`src/rtl/gray_counter.sv`:
```
// Up/down Gray-code counter with parallel Gray load.
// The count is held internally in binary; the Gray and binary outputs are
// both registered copies of it, so there is no combinational path from any
// input to any output.
module gray_counter #(
    parameter int WIDTH = 4
) (
    input  logic             clk,
    input  logic             rst,
    input  logic             en,
    input  logic             up_dn,
    input  logic             load,
    input  logic [WIDTH-1:0] load_gray,
    output logic [WIDTH-1:0] gray,
    output logic [WIDTH-1:0] binary,
    output logic             wrap
);

    localparam logic [WIDTH-1:0] ONE      = {{(WIDTH-1){1'b0}}, 1'b1};
    localparam logic [WIDTH-1:0] ZERO     = '0;
    localparam logic [WIDTH-1:0] ALL_ONES = '1;

    logic [WIDTH-1:0] bin_q;
    logic [WIDTH-1:0] gray_q;
    logic             wrap_q;

    logic [WIDTH-1:0] load_bin;
    logic [WIDTH-1:0] bin_next;
    logic [WIDTH-1:0] gray_next;
    logic             wrap_next;

    // Binary to Gray: each Gray bit is the XOR of adjacent binary bits.
    function automatic logic [WIDTH-1:0] bin_to_gray(input logic [WIDTH-1:0] b);
        return b ^ (b >> 1);
    endfunction

    // Gray to binary: binary bit i is the XOR of all Gray bits at or above i.
    function automatic logic [WIDTH-1:0] gray_to_bin(input logic [WIDTH-1:0] g);
        logic [WIDTH-1:0] b;
        b = '0;
        for (int i = 0; i < WIDTH; i++) begin
            b[i] = ^(g >> i);
        end
        return b;
    endfunction

    // Next count for an enabled step, plus the wrap flag for that step.
    always_comb begin
        bin_next  = bin_q;
        wrap_next = 1'b0;
        if (up_dn) begin
            bin_next  = bin_q + ONE;
            wrap_next = (bin_q == ALL_ONES);
        end else begin
            bin_next  = bin_q - ONE;
            wrap_next = (bin_q == ZERO);
        end
        gray_next = bin_to_gray(bin_next);
        load_bin  = gray_to_bin(load_gray);
    end

    // Counter state: reset beats load, load beats counting, otherwise hold.
    always_ff @(posedge clk) begin
        if (rst) begin
            bin_q  <= '0;
            gray_q <= '0;
            wrap_q <= 1'b0;
        end else if (load) begin
            bin_q  <= load_bin;
            gray_q <= load_gray;
            wrap_q <= 1'b0;
        end else if (en) begin
            bin_q  <= bin_next;
            gray_q <= gray_next;
            wrap_q <= wrap_next;
        end else begin
            wrap_q <= 1'b0;
        end
    end

    assign gray   = gray_q;
    assign binary = bin_q;
    assign wrap   = wrap_q;

endmodule

```
`config.mk`:
```
export PLATFORM = sky130hd
export DESIGN_NAME = gray_counter
export DESIGN_NICKNAME = d
export VERILOG_FILES = /design/src/rtl/gray_counter.sv
export SDC_FILE = /design/constraint.sdc
export NUM_CORES = 1
export LEC_CHECK = 0
export ABC_AREA = 1
export CAP_MARGIN = 40
export CORE_AREA = 2 2 39 41
export DETAILED_ROUTE_END_ITERATION = 16
export DIE_AREA = 0 0 41 43
export PLACE_DENSITY_LB_ADDON = 0.2
export SLEW_MARGIN = 15
export SYNTH_ARGS = -nofsm -noshare
export SYNTH_HDL_FRONTEND = slang
export SYNTH_SLANG_ARGS = --single-unit
export TNS_END_PERCENT = 100
```
`constraint.sdc`:
```
create_clock -name clk -period 2.3 [get_ports clk]
set_clock_uncertainty 0.05 [all_clocks]
set_input_delay 0.46 -clock clk [delete_from_list [all_inputs] [get_ports clk]]
set_output_delay 0.46 -clock clk [all_outputs]
set_load 0.05 [all_outputs]
```
==> metrics.csv, run 1 <==
metric;value;unit
outcome;completed;
root buffer cell;clkbuf_4;
Fillers;138;
FP Rows;14;
synthesized flop and latch total;8;
# clock sinks;8;
largest net degree at the start of global routing;8;
Netlist cell types;26;
starting density of the core;0.420;
post-CTS sizing;0;
chip width;41;um
Die ar.;0.00176;mm^2
clock-pin slew on the worst setup and hold paths;0.05;ns
diode count;0;
slew margin rel.;0.672;
most frequent cells in the layout;clkdlybuf4s50_1 (17), nand2_1 (15), inv_1 (14), dfxtp_1 (8), nand3_1 (7);
WL final;1310;um
GRT Total Usage;0.193;
Pre-Repair DR Iteration Count;5;
Setup TNS;0;ns
pwr/cell area;615;mW/mm^2
CP Class;in2reg;
Critical R2R Launch;binary[0]$_SDFFE_PP0P_;
Reg2Reg Depth;6;
I/O pin cnt;18;
GRT overflow;0;
Via density;4.96;
Fmax;491;MHz
CTS tree;built;
critical path's slowest cell;clkdlybuf4s50_1;
critical-path cell list;clkdlybuf4s50_1 > inv_1 > fa_1 > xor2_1 > o211ai_1 > o21ai_0 > inv_1;
Syn Area/Cell;7.08;um^2
CP max FO;4;
worst slew pin tran;0.490;ns
per-cell routed wire length;11.1;um
CP Buf/Inv Count;3;
Hold Fails Final Rpt;0;
Leakage;0.377;nW
core area;0.00138;mm^2
Detail Route Antenna Nets;0;
period utilisation layout;0.885;
first-pass GRT wire length;2240;um
syn_nets;94;
Reg area;160;um^2
fin crit period;2.04;ns
routed via count;585;
area occupied by multi-input gates;345;um^2
P&R area growth vs syn;36.0;%
Worst EP required;2.39;ns
final net count;116;
Worst R2R End;gray[1]$_SDFFE_PP0P_;
gpl congestion;0.927;
initial antenna violation count;0;
total of max-cap violations;0;
Final Power;0.486;mW
detailed-route DRC error count;0;
fraction of layout cells with a size suffix above 1;0.108;
FF-to-FF setup slack;0.61;ns
port buffer count;17;
hpwl dp;1080;um
Post-Syn Instances;82;
hold_buf cts;0;
RSZ-0062 raised after global routing;no;
worst hold stages;2;
DRT iter0 DRCs;25;
commonest non-fill, non-tap cell in the layout;clkdlybuf4s50_1;
peak supply drop;0.000357;V
Post-Syn Area;581;um^2
Crit path max-delay family;buffers and inverters;
CTS Buf Count;3;
fin util;0.571;
H-Tree Depth;1;
crit path launch type;input port;
post-CTS setup buffers;0;
Hold EP;gray[0]$_SDFFE_PP0P_;
Bufs on Longest Clock Path;2;
Ys Warns;0;
endpoint class of the critical path;flop;
Critical Path AT;2.13;ns
vias in the first global route;525;
Slew Limit Fails;0;
worst hold path class;reg2reg;
sequential share of the synthesized area;0.276;
startpoint of the worst hold path;gray[0]$_SDFFE_PP0P_;
most frequent CP cell;inv_1;
# setup viols final;0;
Skew-Pair Late Insertion Delay;0.25;ns
Worst setup startpoint;up_dn;
max incr delay on CP;0.48;ns
die height;43;um
-- synth_stat cells --
cell type | instances | share of area
nand2_1 | 15 | 0.097
inv_1 | 14 | 0.091
dfxtp_1 | 8 | 0.28
nand3_1 | 7 | 0.060
nor2_1 | 6 | 0.039
o21ai_0 | 5 | 0.043
a21oi_1 | 3 | 0.026
a22oi_1 | 3 | 0.039
ha_1 | 2 | 0.043
nor3_1 | 2 | 0.017
xor2_1 | 2 | 0.030
a21oi_2 | 1 | 0.015
a41oi_1 | 1 | 0.015
buf_4 | 1 | 0.013
buf_6 | 1 | 0.019
fa_1 | 1 | 0.034
inv_2 | 1 | 0.0065
nand2_2 | 1 | 0.011
nand2_4 | 1 | 0.019
nand3_2 | 1 | 0.017
nor4_1 | 1 | 0.011
o211ai_1 | 1 | 0.013
o22ai_1 | 1 | 0.011
or2_1 | 1 | 0.011
xnor2_1 | 1 | 0.015
xnor2_2 | 1 | 0.028
-- worst register-to-register path: cells and delay by family, from the launching register on --
family / cells / cell delay, ns
DFF: 1 / 0.32
xor gates and xnor gates: 1 / 0.29
adders and majority gates: 1 / 0.40
buffers and inverters: 2 / 0.21
AOI/OAI and AO/OA: 2 / 0.30
-- worst max path at each step --
stage | endpoint | slack, ns | cells after the start
after CTS | gray[1]$_SDFFE_PP0P_ | 0.27 | 7
after detailed placement | gray[1]$_SDFFE_PP0P_ | 0.02 | 7
after global routing | gray[1]$_SDFFE_PP0P_ | 0.08 | 7
final | gray[1]$_SDFFE_PP0P_ | 0.26 | 7
after floorplan | gray[1]$_SDFFE_PP0P_ | 0.50 | 5
after global placement | gray[1]$_SDFFE_PP0P_ | 0.05 | 8
-- layer usage --
layer,share of wire,vias up,GRT usage
li1,-,311,-
met1,0.48,252,0.248
met3,0.048,2,0.0681
met5,0,-,0
met4,0.0076,0,0.107
met2,0.46,20,0.269
-- flip-flops by register name (all words and copies together), names as in the netlist --
register  cells
gray          3
wrap          1
binary        4
-- cell families (layout without fill, tap and decap cells) --
kind of cell,Yosys count,count (layout),synth area share
AND/OR/NAND/NOR,35,35,0.282
flip-flops,8,8,0.276
AO/OA/AOI/OAI,15,15,0.162
adder cells (fa/ha/maj),3,3,0.0776
XOR/XNOR,4,4,0.0733
buffers and inverters,17,37,0.129
-- through the flow --
| step | worst slack, ns | hold slack [ns] | area (um^2) | instances |
|---|---|---|---|---|
| after floorplan | 0.495 | 0.472 | 581 | 82 |
| after global placement | 0.0497 | 0.515 | 767 | 115 |
| after detailed placement | 0.0205 | 0.512 | 767 | 115 |
| after CTS | 0.275 | 0.524 | 790 | 118 |
| after global routing | 0.0828 | 0.579 | 790 | 118 |
| final | 0.264 | 0.537 | 790 | 118 |
-- cell type report --
type | count | share of cell area
tap | 16 | 0.0254
inverter | 15 | 0.0713
timing repair buffer | 19 | 0.235
multi-input combinational | 57 | 0.437
sequential | 8 | 0.203
clock buffer | 3 | 0.0285
-- power breakdown --
group          switching (mW)  internal (mW)  leakage [nW]
Combinational           0.134         0.0830         0.297
Sequential             0.0118          0.153        0.0662
Clock                  0.0450         0.0595        0.0138
No activity file was read; power rests on OpenSTA's default activity.
==> run 2, diff against run 1 <==
--- a/config.mk
+++ b/config.mk
@@ -10,7 +10,7 @@
 export CORE_AREA = 2 2 39 41
 export DETAILED_ROUTE_END_ITERATION = 16
 export DIE_AREA = 0 0 41 43
-export PLACE_DENSITY_LB_ADDON = 0.2
+export PLACE_DENSITY_LB_ADDON = 0.12
 export SLEW_MARGIN = 15
 export SYNTH_ARGS = -nofsm -noshare
 export SYNTH_HDL_FRONTEND = slang
==> run 2 against run 1 <==
Cell area is 0.95% lower. Sequential power hardly changed. Worst setup slack better by 0.027 ns. Power is 1.0% higher. Flip-flop and latch count stayed put. Die area stayed put.
==> metrics.csv, run 2 (same netlist as run 1, synthesis figures left out) <==
metric;value;unit
Die ar.;0.00176;mm^2
hpwl dp;1070;um
P&R area growth vs syn;34.7;%
commonest non-fill, non-tap cell in the layout;clkdlybuf4s50_1;
routed via count;577;
Area after DPL;759;um^2
starting density of the core;0.420;
hold_buf cts;0;
CP Class;reg2out;
CP Buf/Inv Count;1;
root buffer cell;clkbuf_4;
Post-Place Cells;114;
peak supply drop;0.000294;V
Leakage;0.372;nW
post-CTS setup buffers;0;
die height;43;um
Detail Route Antenna Nets;0;
Hold Fails Final Rpt;0;
worst slew pin tran;0.494;ns
CP max FO;5;
Bufs on Longest Clock Path;2;
per-cell routed wire length;11.3;um
diode count;0;
post-CTS sizing;0;
period utilisation layout;0.873;
DRT iter0 DRCs;5;
Via density;4.93;
# setup viols final;0;
Critical Path AT;1.50;ns
vias in the first global route;532;
crit path launch type;flop;
chip width;41;um
largest net degree at the start of global routing;9;
H-Tree Depth;1;
final net count;115;
Slew Limit Fails;0;
Skew-Pair Late Insertion Delay;0.26;ns
Pre-Repair DR Iteration Count;4;
worst hold path class;reg2reg;
first-pass GRT wire length;2200;um
outcome;completed;
GRT overflow;0;
non-filler cells, final;117;
critical path's slowest cell;clkdlybuf4s50_1;
endpoint class of the critical path;output pin;
detailed-route DRC error count;0;
Fmax;498;MHz
max reg flops;4;
Worst EP required;1.79;ns
FP Rows;14;
RSZ-0062 raised after global routing;no;
pwr/cell area;628;mW/mm^2
max incr delay on CP;0.83;ns
I/O pin cnt;18;
# clock sinks;8;
core area;0.00138;mm^2
slew margin rel.;0.670;
total of max-cap violations;0;
CTS Buf Count;3;
Setup TNS;0;ns
CTS tree;built;
critical-path cell list;clkdlybuf4s50_1;
Finished Cell Area;782;um^2
fin crit period;2.01;ns
clock-pin slew on the worst setup and hold paths;0.05;ns
setup slack at placement;0.0527;ns
GRT Total Usage;0.186;
Crit path max-delay family;buffers and inverters;
post-route setup slack;0.291;ns
gpl congestion;0.892;
WL final;1320;um
fraction of layout cells with a size suffix above 1;0.0990;
port buffer count;17;
Final Power;0.491;mW
initial antenna violation count;0;
most frequent cells in the layout;clkdlybuf4s50_1 (17), nand2_1 (15), inv_1 (14), dfxtp_1 (8), nand3_1 (7);
## run 2: changes by cell type in the layout (fill, tap and decap cells not counted)
| cell | before | now |
|---|---|---|
| buf_4 | 2 | 1 |
## run 2: stage by stage
step / utilization / hold WS (ns)
finish: 0.565 / 0.530
global route: 0.565 / 0.589
CTS: 0.565 / 0.543
detailed placement: 0.549 / 0.522
global placement: 0.549 / 0.513
floorplan: - / 0.472
## run 2: power breakdown
part           leakage, nW  internal, mW  switching (mW)  total, mW
registers           0.0662         0.152          0.0112      0.164
logic                0.292        0.0819           0.134      0.216
clock network       0.0138        0.0600          0.0513      0.111
## run 2: worst min-delay path: stages, from the launching register on
cell     delay (ns)
dfxtp_1        0.30
o21ai_0        0.18
a41oi_1        0.05
## run 2: layout make-up
cell class	count	area (um^2)
Clock buffer	3	22.5
Fill cell	143	602
Inverter	15	56.3
Multi-Input combinational cell	57	345
Sequential cell	8	160
Tap cell	16	20.0
Timing Repair Buffer	18	178
## run 2: final timing paths
check / from / to / slack, ns / depth (start not counted)
setup / recovery: binary[1]$_SDFFE_PP0P_ / binary[1] / 0.29 / 1
hold / removal: gray[0]$_SDFFE_PP0P_ / gray[0]$_SDFFE_PP0P_ / 0.53 / 2
setup reg to reg: binary[0]$_SDFFE_PP0P_ / gray[1]$_SDFFE_PP0P_ / 0.63 / 6
hold reg to reg: gray[0]$_SDFFE_PP0P_ / gray[0]$_SDFFE_PP0P_ / 0.53 / 2
## run 2: per-layer routing
layer  track usage  vias up  wire length [um]
li1              -      308                 -
met5             0        -                 0
met4         0.100        0                24
met1         0.243      251               638
met3        0.0314        2                62
met2         0.278       16               595
==> run 3, diff against run 2 <==
==> constraint.sdc (replaced) <==
create_clock -name clk -period 2.3 [get_ports clk]
set_clock_uncertainty 0.05 [all_clocks]
set_input_delay 0.46 -clock clk [delete_from_list [all_inputs] [get_ports clk]]
set_output_delay 0.46 -clock clk [all_outputs]
set_load 0.1 [all_outputs]
==> run 3 against run 2 <==
Highest routed layer unchanged. Via count is 2.1% higher. Largest cell class unchanged. Worst setup slack better by 0.010 ns. Die area stayed put. Fmax is 0.51% higher. Wire length is 2.3% lower. Cell area is 2.9% lower.
==> metrics.csv, run 3 (same netlist as run 1, synthesis figures left out) <==
metric;value;unit
outcome;completed;
# setup viols final;0;
period utilisation layout;0.869;
commonest non-fill, non-tap cell in the layout;nand2_1;
Hold Fails Final Rpt;0;
max reg flops;4;
fin crit period;2.00;ns
root buffer cell;clkbuf_4;
H-Tree Depth;1;
vias in the first global route;492;
Setup TNS;0;ns
initial antenna violation count;0;
Finished Cell Area;759;um^2
area occupied by multi-input gates;345;um^2
Detail Route Antenna Nets;0;
FP Rows;14;
RSZ-0062 raised after global routing;no;
hold_buf cts;0;
port buffer count;17;
Critical R2R Launch;binary[0]$_SDFFE_PP0P_;
routed via count;589;
crit path launch type;input port;
GRT Total Usage;0.180;
diode count;0;
worst hold path class;reg2reg;
worst slew pin tran;0.304;ns
chip width;41;um
Worst R2R End;gray[1]$_SDFFE_PP0P_;
Leakage;0.386;nW
Bufs on Longest Clock Path;2;
Fmax;500;MHz
WL final;1290;um
largest net degree at the start of global routing;9;
Area after DPL;737;um^2
Pre-Repair DR Iteration Count;4;
FF-to-FF setup slack;0.69;ns
gpl congestion;0.917;
post-CTS sizing;0;
Critical Path AT;2.10;ns
hpwl dp;1040;um
# clock sinks;8;
Reg area;160;um^2
Die ar.;0.00176;mm^2
GRT overflow;0;
Reg2Reg Depth;5;
DRT iter0 DRCs;15;
CP max FO;4;
endpoint class of the critical path;flop;
first-pass GRT wire length;2120;um
CP Class;in2reg;
Slew Limit Fails;0;
Via density;5.03;
final net count;115;
slew margin rel.;0.797;
die height;43;um
Skew-Pair Late Insertion Delay;0.26;ns
I/O pin cnt;18;
peak supply drop;0.000325;V
clock-pin slew on the worst setup and hold paths;0.05;ns
starting density of the core;0.420;
CTS tree;built;
worst hold stages;2;
fraction of layout cells with a size suffix above 1;0.188;
Worst EP required;2.40;ns
CTS Buf Count;3;
core area;0.00138;mm^2
total of max-cap violations;0;
detailed-route DRC error count;0;
pwr/cell area;706;mW/mm^2
post-CTS setup buffers;0;
most frequent cells in the layout;nand2_1 (15), inv_1 (14), buf_4 (10), dfxtp_1 (8), clkdlybuf4s50_1 (8);
P&R area growth vs syn;30.8;%
Final Power;0.536;mW
final hold slack;0.526;ns
Fillers;146;
per-cell routed wire length;11.0;um
startpoint of the worst hold path;gray[2]$_SDFFE_PP0P_;
Hold EP;gray[2]$_SDFFE_PP0P_;
==> run 3: stage by stage <==
stage,setup WS [ns],utilization,instances
final,0.301,0.549,117
after global routing,0.139,0.549,117
after CTS,0.306,0.549,117
after detailed placement,0.0680,0.533,114
after global placement,0.0394,0.533,114
after floorplan,0.131,-,82
==> run 3: power breakdown <==
part | internal [mW] | leakage, nW | switching, mW | total (mW)
Sequential | 0.153 | 0.0662 | 0.0149 | 0.167
Clock | 0.0598 | 0.0138 | 0.0488 | 0.109
Combinational | 0.0751 | 0.306 | 0.185 | 0.260
==> run 3: cell type report <==
class	count	share of cell area
inverter	15	0.0741
timing repair buffer	18	0.204
sequential	8	0.211
clock buffer	3	0.0297
tap	16	0.0264
multi-input combinational	57	0.455
==> run 3: how the worst max path moves through the flow <==
stage / from / to / slack, ns / depth (start not counted)
floorplan: binary[0]$_SDFFE_PP0P_ / gray[1]$_SDFFE_PP0P_ / 0.13 / 5
global placement: up_dn / gray[1]$_SDFFE_PP0P_ / 0.04 / 8
detailed placement: up_dn / gray[1]$_SDFFE_PP0P_ / 0.07 / 7
CTS: up_dn / gray[1]$_SDFFE_PP0P_ / 0.31 / 8
global route: up_dn / binary[2]$_SDFFE_PP0P_ / 0.14 / 8
finish: up_dn / gray[1]$_SDFFE_PP0P_ / 0.30 / 8
==> run 3: critical path, stage by stage <==
cell	delay, ns
clkdlybuf4s50_1	0.48
inv_1	0.10
fa_1	0.61
inv_1	0.07
nand3_1	0.08
o211ai_1	0.09
o21ai_0	0.16
inv_1	0.05
==> run 3: layer usage <==
metal  wire [um]  GRT usage
met1         592      0.251
met2         580      0.253
met3          93     0.0314
met4          25      0.100
met5           0          0
